==> src/rtl/conv_row_feeder.sv <==
// conv_row_feeder: buffers a D x H x W frame and issues zero-padded 3-row windows
// per (channel, row) to a convolution engine, sequenced by its done handshakes.
module conv_row_feeder #(
    parameter int H = 6,
    parameter int W = 6,
    parameter int D = 4,
    parameter int DATA_WIDTH = 8
) (
    input  logic                          clk,
    input  logic                          rstn_i,
    input  logic                          frame_start_i,
    input  logic [DATA_WIDTH*W-1:0]       pix_i,
    input  logic                          pix_valid_i,
    output logic                          pix_ready_o,
    output logic [DATA_WIDTH*(W+2)-1:0]   image0,
    output logic [DATA_WIDTH*(W+2)-1:0]   image1,
    output logic [DATA_WIDTH*(W+2)-1:0]   image2,
    output logic                          image_start,
    input  logic                          conv_done_i,
    input  logic                          add_done_i,
    output logic [$clog2(H)-1:0]          row_idx_o,
    output logic                          busy_o,
    output logic                          frame_done_o
);
    localparam int RW = $clog2(H);
    localparam int DB = (D > 1) ? $clog2(D) : 1;
    localparam int PW = DATA_WIDTH*(W+2);
    localparam logic [RW-1:0] R_MAX = RW'(H-1);
    localparam logic [DB-1:0] D_MAX = DB'(D-1);

    typedef enum logic [2:0] {IDLE, LOAD, ISSUE, WAIT_CONV, WAIT_ADD, DONE} state_t;

    state_t                  state, nxt;
    logic [RW-1:0]           r, nr, lr;
    logic [DB-1:0]           d, nd, lc;
    logic                    add_lat, nlat, accept, last;
    logic [DATA_WIDTH*W-1:0] mem [D][H];
    logic [PW-1:0]           n_img0, n_img1, n_img2;

    // The final beat is still in flight when the first window is selected, so forward it.
    function automatic logic [PW-1:0] pad_row(input logic [DB-1:0] c, input logic [RW-1:0] rr);
        logic [DATA_WIDTH*W-1:0] px;
        px = (last && c == D_MAX && rr == R_MAX) ? pix_i : mem[c][rr];
        return {{DATA_WIDTH{1'b0}}, px, {DATA_WIDTH{1'b0}}};
    endfunction

    assign accept    = (state == LOAD) && pix_valid_i;
    assign last      = accept && lc == D_MAX && lr == R_MAX;
    assign row_idx_o = r;

    always_comb begin
        nxt  = state;
        nd   = d;
        nr   = r;
        nlat = add_lat;
        case (state)
            IDLE: nxt = frame_start_i ? LOAD : IDLE;
            LOAD: if (last) begin
                nxt  = ISSUE;
                nd   = '0;
                nr   = '0;
                nlat = 1'b0;
            end
            ISSUE: nxt = WAIT_CONV;
            WAIT_CONV: if (conv_done_i) begin
                if (d != D_MAX) begin
                    nd  = d + DB'(1);
                    nxt = ISSUE;
                end else begin
                    nxt  = WAIT_ADD;
                    nlat = add_done_i;
                end
            end
            WAIT_ADD: if (add_done_i || add_lat) begin
                nlat = 1'b0;
                if (r != R_MAX) begin
                    nr  = r + RW'(1);
                    nd  = '0;
                    nxt = ISSUE;
                end else begin
                    nxt = DONE;
                end
            end
            DONE: nxt = IDLE;
            default: nxt = IDLE;
        endcase
        n_img0 = (nr == '0) ? '0 : pad_row(nd, nr - RW'(1));
        n_img1 = pad_row(nd, nr);
        n_img2 = (nr == R_MAX) ? '0 : pad_row(nd, nr + RW'(1));
    end

    always_ff @(posedge clk or negedge rstn_i) begin
        if (!rstn_i) begin
            state        <= IDLE;
            d            <= '0;
            r            <= '0;
            lc           <= '0;
            lr           <= '0;
            add_lat      <= 1'b0;
            pix_ready_o  <= 1'b0;
            image_start  <= 1'b0;
            busy_o       <= 1'b0;
            frame_done_o <= 1'b0;
            image0       <= '0;
            image1       <= '0;
            image2       <= '0;
        end else begin
            state        <= nxt;
            d            <= nd;
            r            <= nr;
            add_lat      <= nlat;
            pix_ready_o  <= nxt == LOAD;
            image_start  <= nxt == ISSUE;
            busy_o       <= nxt != IDLE;
            frame_done_o <= nxt == DONE;
            if (state == IDLE) begin
                lc <= '0;
                lr <= '0;
            end else if (accept) begin
                lr <= (lr == R_MAX) ? '0 : lr + RW'(1);
                lc <= (lr == R_MAX) ? lc + DB'(1) : lc;
            end
            if (nxt == ISSUE) begin
                image0 <= n_img0;
                image1 <= n_img1;
                image2 <= n_img2;
            end
        end
    end

    always_ff @(posedge clk) begin
        if (accept) mem[lc][lr] <= pix_i;
    end
endmodule
==> config.mk <==
export PLATFORM = sky130hd
export DESIGN_NAME = conv_row_feeder
export DESIGN_NICKNAME = d
export VERILOG_FILES = /design/src/rtl/conv_row_feeder.sv
export SDC_FILE = /design/constraint.sdc
export NUM_CORES = 2
export LEC_CHECK = 0
export ABC_CLOCK_PERIOD_IN_PS = 5000
export CORE_AREA = 4 4 524 319
export DETAILED_ROUTE_END_ITERATION = 16
export DIE_AREA = 0 0 528 323
export HOLD_SLACK_MARGIN = 0.15
export PLACE_DENSITY = 0.52
export SETUP_SLACK_MARGIN = 0.5
export SYNTH_ARGS = -nofsm -noshare
export SYNTH_HDL_FRONTEND = slang
export SYNTH_SLANG_ARGS = --single-unit
==> constraint.sdc <==
create_clock -name clk -period 5 [get_ports clk]
set_input_delay 1 -clock clk [delete_from_list [all_inputs] [get_ports clk]]
set_output_delay 1 -clock clk [all_outputs]
set_load 0.02 [all_outputs]
==> results.yml <==
sta:
  final.period_utilization_pct: 81.5
  worst_slack_ns: 0.923
  tightestPinTransition_ns: 1.07
  timing_hold_violations_final: 0
  slew_headroom_pct: 28.7
  drv_slew: 0
  fin_setup_tns_ns: 0
  holdWs_ns: 0.236
  skew_ns: 0.0293
  rsz0062_at_grt: "false"
  fmaxAchievable_ghz: 0.245
  fin_crit_ns: 4.08
  setup-violations-final: 0
drt:
  drc: 0
  routed-via-count: 46803
  dr.pass1.iters: 6
  viasPerCell: 6.33
  wl_um: 236000
  ant_nets: 0
  drt_iter0_markers: 6764
  avgRoutedWirePerCell_um: 31.9
clock_tree:
  post-cts-setup-buffers: 0
  cts_tree: "done"
  root_buffer: "clkbuf_16"
  cts_hold_buf: 0
  cts_htree_levels: 4
  worstSkewPairLatency_ns: 0.77
  ctsResizeCount: 0
  clockBufferDepth: 3
  cts.reportedPaths.clkPinSlew_ns: 0.06
  cts_buffers: 133
  cts.sinks: 1314
run:
  drv_cap: 0
setup_path:
  crit_required_ns: 5.67
  slowest_delay_ns: 0.67
  r2r-start: "row_idx_o[1]$_DFF_PN0_"
  crit_path_max_fanout: 23
  arrival_ns: 4.75
  critPathBufInv: 4
  path_class: "flop to flop"
  cpMaxStageDelayCell: "nand3_2"
  cp_cell_sequence: "inv_1 -> ha_1 -> a2bb2oi_2 -> a22oi_2 -> buf_4 -> a21oi_4 -> buf_4 -> nand3_2 -> buf_12 -> a21o_1 -> o2111ai_1"
  startpoint_type: "flop"
  crit_path_start: "row_idx_o[1]$_DFF_PN0_"
  crit_top_cell: "buf_4"
  setup.worst_path.end_class: "flop"
  critical-path-top-delay-family: "buffers and inverters"
yosys:
  yosysSeqAreaShare_pct: 64.7
  synth_cell_types: 77
  synthTopCellsByCount: "edfxtp_1, nand3_1, o21ai_0"
  synth_top_area_cell: "edfxtp_1"
  synth.top_cell.area_share_pct: 57.9
  syn_area_um2: 59700
  synth.most_common_cell: "edfxtp_1"
  postSynthAreaPerCell_um2: 11.7
  yosys_register_bits: 1314
  async_flop_share_pct: 12.3
  yosys-top-cells-area: "edfxtp_1, nand3_1, dfrtp_1, o21ai_0, a21o_1"
  synth-edff-count: 1152
  ys_warn_count: 0
  syn-instance-count: 5103
  synth_ff_type: "edfxtp_1"
final_layout:
  regArea_um2: 38600
  fillers: 15171
  fin_nets: 5186
  final_core_util_pct: 42.3
  multi_input_comb_area_um2: 19200
  drive_gt1_share_pct: 7.59
  syn2layout_area_growth_pct: 15.3
  fin_area_um2: 68800
die:
  start_util_pct: 36.7
  die_area_um2: 171000
  design.core.area_um2: 163000
  die_w_um: 528
  rows: 115
  die_h_um: 323
  io_pins: 253
min_path:
  hp-class: "primary input to asynchronous set/reset pin"
placement:
  port_buffers: 204
  postPlaceCellArea_um2: 64500
  dpl.hpwl_um: 128000
  pre_cts_ws_ns: 0.413
  gp_congestion: 0.837
run_status:
  outcome: "completed"
pwr:
  powerDensity_nw_per_um2: 568
  irDropWorstVdd_uv: 531
  leakagePower_nw: 23.1
grt:
  grt.overflow.total: 0
  antenna_found_initial: 10
  grt_pass1_wl_um: 333000
  grt_max_degree: 170
  track_usage_pct: 26.8
  grt_pass1_vias: 43477
[flip-flops by register name (all words and copies together) (netlist names)]
signal and flops:
mem 1152, image0 48, image1 48, image2 48
lr 3, row_idx_o 3, state 3, d 2
lc 2, add_lat 1, busy_o 1, frame_done_o 1
image_start 1, pix_ready_o 1
[layout make-up]
cell class / count / share of cell area (%)
inverter: 12 / 0.102
multi-input combinational: 3321 / 27.9
clock inverter: 55 / 0.763
clock buffer: 191 / 5.57
timing repair buffer: 341 / 5.56
tap: 2164 / 3.93
sequential: 1314 / 56.1
antenna: 1 / 0.00363
[through the flow]
step / power (mW) / std cells
finish: 39.1 / 7399
global route: 40.8 / 7398
CTS: 39.0 / 7398
detailed placement: 28.8 / 7152
global placement: 28.8 / 7152
floorplan: 22.7 / 5150
[layer usage]
metal  global-route usage, %  vias up  share of wire (%)
li1                        -    19734                  -
met1                    40.9    23740                 45
met2                    37.9     2919                 42
met3                    6.02      404                 11
met4                    7.79        6                2.8
met5                   0.163        -              0.029
[where the power goes]
part           switching [mW]  total (mW)  internal [mW]
logic                    10.3        15.0           4.73
clock network            4.46        10.2           5.78
registers               0.883        13.9           13.0
[cell families after synthesis]
family,after synthesis,synth area share [%]
compound gates,1953,19.5
xor+xnor,5,0.0985
flops,1314,64.7
simple gates,1218,10.2
mux,88,1.50
other cells,1,0.00628
buf+inv,515,3.79
fa+ha+maj,9,0.189
[cell usage in the layout, fill, tap and decap left out, drive strengths merged, types with 17 or more instances in the layout]
| cell | instances |
|---|---|
| edfxtp | 1152 |
| nand3 | 856 |
| a41oi | 27 |
| a21o | 384 |
| a31oi | 170 |
| nand4 | 67 |
| mux2i | 87 |
| dfrtp | 162 |
| o22ai | 31 |
| clkbuf | 192 |
| o21ai | 766 |
| a21oi | 417 |
| o2111ai | 27 |
| buf | 137 |
| nand2 | 175 |
| a21boi | 29 |
| nor2 | 51 |
| and2 | 24 |
| clkdlybuf4s50 | 203 |
| a22oi | 56 |
| inv | 17 |
| conb | 48 |
| clkinv | 40 |
[final timing paths]
kind                                               end  slack [ns]  depth (start not counted)
worst min register to register  image0[40]$_DFFE_PN0P_        0.51                          2
worst min-delay path            frame_done_o$_DFF_PN0_        0.24                          1
worst max-delay path            image2[21]$_DFFE_PN0P_        0.92                         11
min in group clk                image0[40]$_DFFE_PN0P_        0.51                          2
max in group asynchronous       image1[38]$_DFFE_PN0P_        3.56                          2
worst max register to register  image2[21]$_DFFE_PN0P_        0.92                         11
[worst register-to-register path: stages (launching register included)]
cell       delay [ns]
dfrtp_1          0.53
inv_1            0.17
ha_1             0.29
a2bb2oi_2        0.35
a22oi_2          0.19
buf_4            0.23
a21oi_4          0.30
buf_4            0.53
nand3_2          0.68
buf_12           0.43
a21o_1           0.20
o2111ai_1        0.10
Note: power is estimated with default switching activity, not from simulation.
